### src/rtl/mem_burst_master.sv
// mem_burst_master
//   Burst master for a single-port synchronous RAM (1-cycle read latency).
//   A command (write or read, start address, length-1) is accepted in IDLE.
//   Write bursts stream Wd_* beats straight into the RAM. Read bursts issue
//   RAM reads into a 2-entry return FIFO that feeds the Rd_* stream with
//   full back-pressure support.
//
// Ports
//   clk, rst_n                    clock, asynchronous active-low reset
//   Cmd_Valid/Ready/Wr/Addr/Len   command handshake (burst = Cmd_Len+1 beats)
//   Wd_Valid/Ready/Data           write-data stream
//   Rd_Valid/Ready/Data/Last      read-data stream, Last on the final beat
//   Mem_W_En/Addr/D_Out/D_In      RAM interface
//   Busy                          high whenever not IDLE
//   Done                          one-cycle pulse after a burst completes
module mem_burst_master #(
   parameter int ADDR_W = 13,
   parameter int DATA_W = 32,
   parameter int LEN_W  = 8
) (
   input  logic              clk,
   input  logic              rst_n,
   input  logic              Cmd_Valid,
   output logic              Cmd_Ready,
   input  logic              Cmd_Wr,
   input  logic [ADDR_W-1:0] Cmd_Addr,
   input  logic [LEN_W-1:0]  Cmd_Len,
   input  logic              Wd_Valid,
   output logic              Wd_Ready,
   input  logic [DATA_W-1:0] Wd_Data,
   output logic              Rd_Valid,
   input  logic              Rd_Ready,
   output logic [DATA_W-1:0] Rd_Data,
   output logic              Rd_Last,
   output logic              Mem_W_En,
   output logic [ADDR_W-1:0] Mem_Addr,
   output logic [DATA_W-1:0] Mem_D_Out,
   input  logic [DATA_W-1:0] Mem_D_In,
   output logic              Busy,
   output logic              Done
);

   typedef enum logic [1:0] {IDLE, WRITE, READ, DRAIN} state_e;

   state_e              state_q, state_d;
   logic [ADDR_W-1:0]   addr_q, addr_d;
   logic [LEN_W-1:0]    beats_q, beats_d;   // issues/writes remaining minus one
   logic [LEN_W-1:0]    pops_q, pops_d;     // read beats to deliver minus one
   logic                done_q, done_d;
   logic                inflight_q, inflight_d;

   logic [DATA_W-1:0]   fifo_q [2];
   logic                wr_ptr_q, rd_ptr_q;
   logic [1:0]          count_q, count_d;

   logic                push, pop, issue;

   assign Cmd_Ready = (state_q == IDLE);
   assign Wd_Ready  = (state_q == WRITE);
   assign Busy      = (state_q != IDLE);
   assign Done      = done_q;
   assign Mem_W_En  = (state_q == WRITE) && Wd_Valid;
   assign Mem_Addr  = addr_q;
   assign Mem_D_Out = (state_q == WRITE) ? Wd_Data : '0;

   assign Rd_Valid  = (count_q != 2'd0);
   assign Rd_Data   = fifo_q[rd_ptr_q];
   assign Rd_Last   = Rd_Valid && (pops_q == '0);

   assign push      = inflight_q;
   assign pop       = Rd_Valid && Rd_Ready;
   // Issue only if the FIFO can still absorb this read after the beat in
   // flight lands; a pop on the same edge frees one slot.
   assign issue     = (state_q == READ) &&
                      (({1'b0, count_q} + {2'b00, inflight_q}) < (3'd2 + {2'b00, pop}));

   always_comb begin
      state_d    = state_q;
      addr_d     = addr_q;
      beats_d    = beats_q;
      pops_d     = pops_q;
      done_d     = 1'b0;
      inflight_d = issue;
      count_d    = count_q + {1'b0, push} - {1'b0, pop};

      if (pop && (pops_q != '0)) begin
         pops_d = pops_q - LEN_W'(1);
      end

      case (state_q)
         IDLE: begin
            if (Cmd_Valid) begin
               addr_d  = Cmd_Addr;
               beats_d = Cmd_Len;
               pops_d  = Cmd_Len;
               state_d = Cmd_Wr ? WRITE : READ;
            end
         end
         WRITE: begin
            if (Wd_Valid) begin
               addr_d = addr_q + ADDR_W'(1);
               if (beats_q == '0) begin
                  state_d = IDLE;
                  done_d  = 1'b1;
               end else begin
                  beats_d = beats_q - LEN_W'(1);
               end
            end
         end
         READ: begin
            if (issue) begin
               addr_d = addr_q + ADDR_W'(1);
               if (beats_q == '0) begin
                  state_d = DRAIN;
               end else begin
                  beats_d = beats_q - LEN_W'(1);
               end
            end
         end
         DRAIN: begin
            if (pop && (pops_q == '0)) begin
               state_d = IDLE;
               done_d  = 1'b1;
            end
         end
         default: state_d = IDLE;
      endcase
   end

   always_ff @(posedge clk or negedge rst_n) begin
      if (!rst_n) begin
         state_q    <= IDLE;
         addr_q     <= '0;
         beats_q    <= '0;
         pops_q     <= '0;
         done_q     <= 1'b0;
         inflight_q <= 1'b0;
      end else begin
         state_q    <= state_d;
         addr_q     <= addr_d;
         beats_q    <= beats_d;
         pops_q     <= pops_d;
         done_q     <= done_d;
         inflight_q <= inflight_d;
      end
   end

   // Return FIFO: RAM output is captured only on the edge after an issue.
   always_ff @(posedge clk or negedge rst_n) begin
      if (!rst_n) begin
         for (int unsigned i = 0; i < 2; i++) begin
            fifo_q[i] <= '0;
         end
         wr_ptr_q <= 1'b0;
         rd_ptr_q <= 1'b0;
         count_q  <= 2'd0;
      end else begin
         if (push) begin
            fifo_q[wr_ptr_q] <= Mem_D_In;
            wr_ptr_q         <= ~wr_ptr_q;
         end
         if (pop) begin
            rd_ptr_q <= ~rd_ptr_q;
         end
         count_q <= count_d;
      end
   end

endmodule

### config.mk
export PLATFORM = sky130hd
export DESIGN_NAME = mem_burst_master
export DESIGN_NICKNAME = d
export VERILOG_FILES = /design/src/rtl/mem_burst_master.sv
export SDC_FILE = /design/constraint.sdc
export NUM_CORES = 1
export LEC_CHECK = 0
export ABC_CLOCK_PERIOD_IN_PS = 5300
export BUFFER_PORTS_ARGS = -buffer_cell sky130_fd_sc_hd__buf_2
export CORE_AREA = 3 3 133 109
export CTS_CLUSTER_DIAMETER = 50
export DETAILED_ROUTE_END_ITERATION = 8
export DIE_AREA = 0 0 136 112
export GPL_TIMING_DRIVEN = 0
export PLACE_DENSITY = 0.72
export RECOVER_POWER = 100
export SETUP_SLACK_MARGIN = 0.2
export SYNTH_ARGS = -nofsm -noshare
export SYNTH_HDL_FRONTEND = slang
export SYNTH_SLANG_ARGS = --single-unit
### constraint.sdc
create_clock -name clk -period 5.3 [get_ports clk]
set_input_delay 0 -clock clk [delete_from_list [all_inputs] [get_ports clk]]
set_output_delay 0 -clock clk [all_outputs]
set_load 0.03 [all_outputs]
==> out/metrics.cfg, run 1 <==
[synthesis]
synth_edf_count=0
syn_nets=570
synth_top_cell_area_share_pct=47.8
syn_area_um2=5290
async_flop_share_pct=100
yosysSeqAreaShare_pct=47.8
yosysWarnings=0
ys_ff_latch=101
synth_flop_cell=dfrtp_1
ys_types=50
syn_inst=465
syn_avg_cell_area_um2=11.4
synth_top_cell_by_area=dfrtp_1
synth_area_leaders=dfrtp_1 (48%), mux2_2 (21%), and2_1 (3.8%), ha_1 (3.3%), a21oi_1 (1.7%)

[grt]
grt_overflow=0
grt_pass1_wl_um=23000
grt_pass1_vias=4734
track_usage_pct=18.6
grt_max_degree=73
grt_antenna_before_repair=0

[cts]
cts_tree=done
ctsHoldBuffers=57
cts_inserted_buffers=9
cts_resized=0
clockBufferDepth=2
clk_pin_slew_ns=0.08
cts_setup_buffers=0
root_buffer=clkbuf_16
clock-sinks=101
htree_levels=3
clk_latency_ns=0.36

[run_status]
violations=capacitance limit, slew limit
status=finished with violations

[worst_setup_path]
crit_fanout=72
max_stage_delay_ns=1.49
cp_cell_sequence=dlygate4sd3_1, clkbuf_1, clkbuf_2
start_kind=input port
cp-end-kind=asynchronous set/reset pin
crit_required_ns=5.42
crit_arrival_ns=3.20
path_class=in2async
crit_path_top_delay_cell=clkbuf_2

[final_layout]
drive_above_1_share_pct=30.4
synthToLayoutAreaGrowth_pct=34.9
antenna_cells=0
fin_area_um2=7130
nets=813

[sta]
slew_violations=104
worst_pin_slew_ns=1.81
relSlewSlack_pct=-20.3
setup_viol=0
hold_ws_ns=0.0968
rsz0062_at_grt=no
fmax_mhz=324
finalCritPeriodShare_pct=58.2
hold_viol_final=0
setup_tns_ns=0
skew_ns=0.0108
fin_crit_ns=3.08

[floorplan]
die_width_um=136
die-area_um2=15200
initial_utilization_pct=39.4
rows=38
core_um2=13400
ios=175
die_y_um=112

[min_path]
hold_path.class=in2reg

[detailed_routing]
drc_errors=0
vias_per_cell=5.09
avgRoutedWirePerCell_um=15.8
drt_iter0_drc=226
drtPass1Iterations=4
wirelength_um=14100
vias=4541
final_antenna_net_count=0

[power_and_ir_drop]
p_int_mw=2.57
switching_share_pct=46.9
p_per_area_nw_per_um2=678
seqPwrFrac_pct=30.2
p_clk_share_pct=14.1
vdd_drop_max_mv=0.397
p_leak_nw=3.10
switching_power_mw=2.27
combinationalPowerShare_pct=55.7

[place]
hpwlAfterDp_um=9980
placed_cell_area_um2=6410
gp_congestion=0.870
io_buffers=174

[run]
maxCapViolCount=2

==> cell type report <==
| class | instances | area, µm² |
|---|---|---|
| Buffer | 24 | 90.1 |
| Inverter | 15 | 56.3 |
| Tap cell | 180 | 225 |
| Multi-Input combinational cell | 325 | 2580 |
| Timing Repair Buffer | 232 | 1340 |
| Clock buffer | 9 | 225 |
| Sequential cell | 101 | 2530 |
| Fill cell | 1214 | 6280 |
| Clock inverter | 7 | 86.3 |
==> worst max-delay path, delay by kind of cell <==
kind                   cells  cell delay, ns
buffers and inverters      3            3.15
==> cells in the final DEF (no fill, tap or decap), types with 3 or more instances in the layout <==
master         Yosys  routed
clkbuf_1          15     108
dfrtp_1          101     101
mux2_2            98      97
buf_2              2      90
dlygate4sd3_1      0      57
and2_1            32      32
nor2_1            23      25
nand2_1           22      22
a21oi_1           18      18
o21ai_0           15      16
inv_1             14      14
ha_1              14      14
nor3_1            13      13
clkbuf_16          0       9
xnor2_1            8       8
o22ai_1            7       7
a31oi_1            5       5
nand4_1            5       5
nand3_1            5       5
o211ai_1           4       4
and4_1             4       4
o221a_2            4       4
o22a_1             4       4
nor2b_1            3       3
nor4_1             3       3
nor3b_1            3       3
mux2_1             2       3
and3_1             3       3
mux2i_1            3       3
clkinv_8           0       3
==> cells by family (layout without fill, tap and decap cells) <==
| group | Yosys count | count (layout) | synth area share, % |
|---|---|---|---|
| multiplexers | 103 | 103 | 21.9 |
| flip-flops | 101 | 101 | 47.8 |
| XOR/XNOR | 10 | 10 | 1.66 |
| buffers and inverters | 39 | 287 | 2.89 |
| AND/OR/NAND/NOR | 128 | 128 | 13.3 |
| AO/OA/AOI/OAI | 70 | 70 | 9.16 |
| adder cells (fa/ha/maj) | 14 | 14 | 3.31 |
==> cells in the mapped netlist, types with 3 or more instances <==
library cell	instances
mux2i_1	3
nand4_1	5
o21ai_0	15
buf_1	6
nand2_1	22
nor2b_1	3
inv_1	14
dfrtp_1	101
xnor2_1	8
and2_1	32
o22ai_1	7
nor3b_1	3
clkbuf_1	15
o22a_1	4
mux2_2	98
nand3_1	5
o211ai_1	4
and4_1	4
o221a_2	4
nor2_1	23
and3_1	3
a31oi_1	5
ha_1	14
a21oi_1	18
nor4_1	3
nor3_1	13
==> sequential cells by signal, indices dropped and copies added, names as in the netlist <==
name and count:
Done 1, Mem_Addr 13, beats_q 8, count_q 2, fifo_q 64, inflight_q 1, pops_q 8, rd_ptr_q 1
state_q 2, wr_ptr_q 1
==> metal layers <==
metal | GRT usage (%) | vias to the layer above | wire length (µm)
met4 | 4.10 | 0 | 182
met3 | 4.11 | 16 | 728
met5 | 0 | - | 0
li1 | - | 2158 | -
met2 | 31.2 | 143 | 6850
met1 | 24.7 | 2224 | 6310
==> power groups by stage <==
stage                     logic, mW  registers, mW  clock network [mW]
after floorplan                2.02           1.49                   0
after global placement         2.69           1.43                   0
after detailed placement       2.77           1.47                   0
after CTS                      2.81           1.46               0.699
after global routing           2.93           1.52               0.731
final                          2.69           1.46               0.681
==> per-stage QoR <==
stage	power [mW]	util (%)	setup slack, ns	cells
2_1_floorplan	3.51	-	3.13	465
3_3_place_gp	4.12	47.6	2.97	819
3_5_place_dp	4.24	47.8	2.92	820
4_1_cts	4.97	54.4	2.87	893
5_1_grt	5.18	53.2	1.62	893
6_report	4.84	53.2	2.22	893
==> final timing paths <==
kind                       depth (start not counted)            to  slack (ns)       start
setup / recovery                                   3    beats_q[4]        2.22       rst_n
hold / removal                                     4     pops_q[1]         0.1   Cmd_Valid
setup reg to reg                                   9  Mem_Addr[11]        2.53  inflight_q
hold reg to reg                                    1      wr_ptr_q        0.50    wr_ptr_q
max in group clk                                   9  Mem_Addr[11]        2.53  inflight_q
min in group asynchronous                          2     fifo_q[9]        0.56       rst_n
Power figures use the tool's default switching activity.
==> run 2, diff against run 1 <==
--- a/config.mk
+++ b/config.mk
@@ -5,7 +5,7 @@
 export SDC_FILE = /design/constraint.sdc
 export NUM_CORES = 1
 export LEC_CHECK = 0
-export ABC_CLOCK_PERIOD_IN_PS = 5300
+export ABC_CLOCK_PERIOD_IN_PS = 3000
 export BUFFER_PORTS_ARGS = -buffer_cell sky130_fd_sc_hd__buf_2
 export CORE_AREA = 3 3 133 109
 export CTS_CLUSTER_DIAMETER = 50
==> constraint.sdc (replaced) <==
create_clock -name clk -period 3 [get_ports clk]
set_input_delay 0 -clock clk [delete_from_list [all_inputs] [get_ports clk]]
set_output_delay 0 -clock clk [all_outputs]
set_load 0.03 [all_outputs]
==> out/metrics.cfg, run 2 (synthesis gave the netlist of run 1 again) <==
[run_status]
status=finished with violations
violations=capacitance limit, slew limit

[sta]
fmax_mhz=376
hold_viol_final=0  ; unchanged
skew_ns=0.0102  ; -0.000605 ns
worst_pin_slew_ns=1.70  ; -0.103 ns
relSlewSlack_pct=-13.5  ; +6.9 points
setup_viol=0  ; unchanged
setup_tns_ns=0  ; unchanged
fin_ws_ns=0.344  ; -1.87 ns
finalCritPeriodShare_pct=88.5
fin_crit_ns=2.66
rsz0062_at_grt=no
slew_violations=30  ; -71%

[grt]
grt_overflow=0  ; unchanged
track_usage_pct=18.6  ; unchanged
grt_pass1_wl_um=23000  ; unchanged
grt_pass1_vias=4734  ; unchanged
grt_antenna_before_repair=0  ; unchanged
grt_max_degree=73  ; unchanged

[final_layout]
final_common_cell=clkbuf_1
top_register=fifo_q
n_fill_cell=1211  ; -0.25%
layout_common_cells=clkbuf_1 (108), dfrtp_1 (101), mux2_2 (97)
largest_register_ffs=64  ; unchanged
nets=813  ; unchanged
drive_above_1_share_pct=30.6  ; +0.14 points
antenna_cells=0  ; unchanged
synthToLayoutAreaGrowth_pct=35.4

[power_and_ir_drop]
p_leak_nw=3.11  ; +0.33%
vdd_drop_max_mv=0.700  ; +76%
p_per_area_nw_per_um2=1190  ; +76%
p_int_mw=4.54  ; +77%
switching_share_pct=46.9  ; -0.057 points
seqPwrFrac_pct=30.2  ; about the same
switching_power_mw=4.01  ; +77%
combinationalPowerShare_pct=55.8  ; about the same
p_clk_share_pct=14.0  ; about the same

[detailed_routing]
drc_errors=0  ; unchanged
wirelength_um=14100  ; about the same
vias=4517  ; -0.53%
vias_per_cell=5.06  ; -0.53%
avgRoutedWirePerCell_um=15.8  ; about the same
drt_iter0_drc=209  ; -7.5%
final_antenna_net_count=0  ; unchanged
drtPass1Iterations=5  ; +1

[place]
io_buffers=174  ; unchanged
hpwlAfterDp_um=9980  ; unchanged
place_ws_ns=0.616  ; -2.30 ns
gp_congestion=0.870  ; unchanged

[floorplan]
die-area_um2=15200  ; unchanged
die_width_um=136  ; unchanged
core_um2=13400  ; unchanged
ios=175  ; unchanged
rows=38  ; unchanged
die_y_um=112  ; unchanged
initial_utilization_pct=39.4  ; unchanged

[worst_setup_path]
rr_worst_depth=9  ; unchanged
r2r-start=inflight_q
start_kind=flop
reg2reg_to=Mem_Addr[11]
crit_fanout=10  ; -86%
path_class=reg2reg
crit_arrival_ns=2.93  ; -0.27 ns
cp-end-kind=flop
rrSetupSlack_ns=0.34  ; -2.19 ns
crit_required_ns=3.27  ; -2.15 ns

[min_path]
min_from=Cmd_Valid
whs_path_depth=4  ; unchanged
hold_path.class=in2reg
min_to=pops_q[1]

[cts]
clockBufferDepth=2  ; unchanged
clock-sinks=101  ; unchanged
clk_latency_ns=0.35  ; about the same
root_buffer=clkbuf_16
cts_setup_buffers=0  ; unchanged
cts_tree=done
cts_inserted_buffers=9  ; unchanged
clk_pin_slew_ns=0.08  ; about the same
htree_levels=3  ; unchanged

[run]
maxCapViolCount=1  ; -1

## run 2: cell types whose count changed in the layout (fill, tap and decap cells not counted)
cell | before | now
nor2_1 | 25 | 24
clkbuf_2 | 1 | 0
nor2_4 | 0 | 1
buf_16 | 0 | 1
## run 2: per-layer routing
| metal | vias up | wire length, µm | track usage [%] |
|---|---|---|---|
| li1 | 2159 | - | - |
| met3 | 17 | 749 | 4.11 |
| met4 | 0 | 161 | 4.10 |
| met1 | 2199 | 6360 | 24.7 |
| met2 | 142 | 6810 | 31.2 |
| met5 | - | 0 | 0 |
## run 2: power by group through the flow
| stage | clock network, mW | registers [mW] | logic (mW) |
|---|---|---|---|
| 6_report | 1.20 | 2.58 | 4.77 |
| 5_1_grt | 1.29 | 2.68 | 5.20 |
| 4_1_cts | 1.23 | 2.58 | 4.97 |
| 3_5_place_dp | 0 | 2.60 | 4.89 |
| 3_3_place_gp | 0 | 2.52 | 4.75 |
| 2_1_floorplan | 0 | 2.63 | 3.57 |
## run 2: stage by stage
stage	total power [mW]	hold slack [ns]	area, µm²	cells	utilization, %
after floorplan	6.21	-0.296	5290	465	-
after global placement	7.27	0.244	6380	819	47.6
after detailed placement	7.49	-0.0429	6410	820	47.8
after CTS	8.78	0.0818	7290	893	54.4
after global routing	9.17	0.134	7160	893	53.4
final	8.55	0.0912	7160	893	53.4
## run 2: worst max-delay path by stage
stage / startpoint / end / slack (ns) / cells after the start
after floorplan: state_q[1] / beats_q[6] / 0.83 / 8
after global placement: inflight_q / beats_q[6] / 0.67 / 8
after detailed placement: inflight_q / beats_q[6] / 0.62 / 8
after CTS: inflight_q / beats_q[6] / 0.57 / 8
after global routing: state_q[1] / Mem_Addr[12] / 0.14 / 9
final: inflight_q / Mem_Addr[11] / 0.34 / 9
## run 2: critical path, stage by stage, from the launching register on
cell and delay (ns):
dfrtp_1 0.44, ha_1 0.22, ha_1 0.22, a21oi_1 0.19
or3b_1 0.37, clkbuf_1 0.22, nor2_4 0.17, clkbuf_1 0.41
o22ai_1 0.14, nor3_1 0.19
## run 2: layout make-up
class / count / area, µm² / area share [%]
Multi-Input combinational cell: 325 / 2580 / 36.1
Sequential cell: 101 / 2530 / 35.3
Inverter: 15 / 56.3 / 0.787
Clock inverter: 7 / 86.3 / 1.21
Buffer: 24 / 90.1 / 1.26
Clock buffer: 9 / 225 / 3.15
Tap cell: 180 / 225 / 3.15
Timing Repair Buffer: 232 / 1360 / 19.1
## run 2: timing repair
| item | in CTS | in global routing |
|---|---|---|
| endpoints found under the hold margin | 154 | 0 |
| hold buffers | 57 | 0 |
| resized for setup | 0 | 0 |
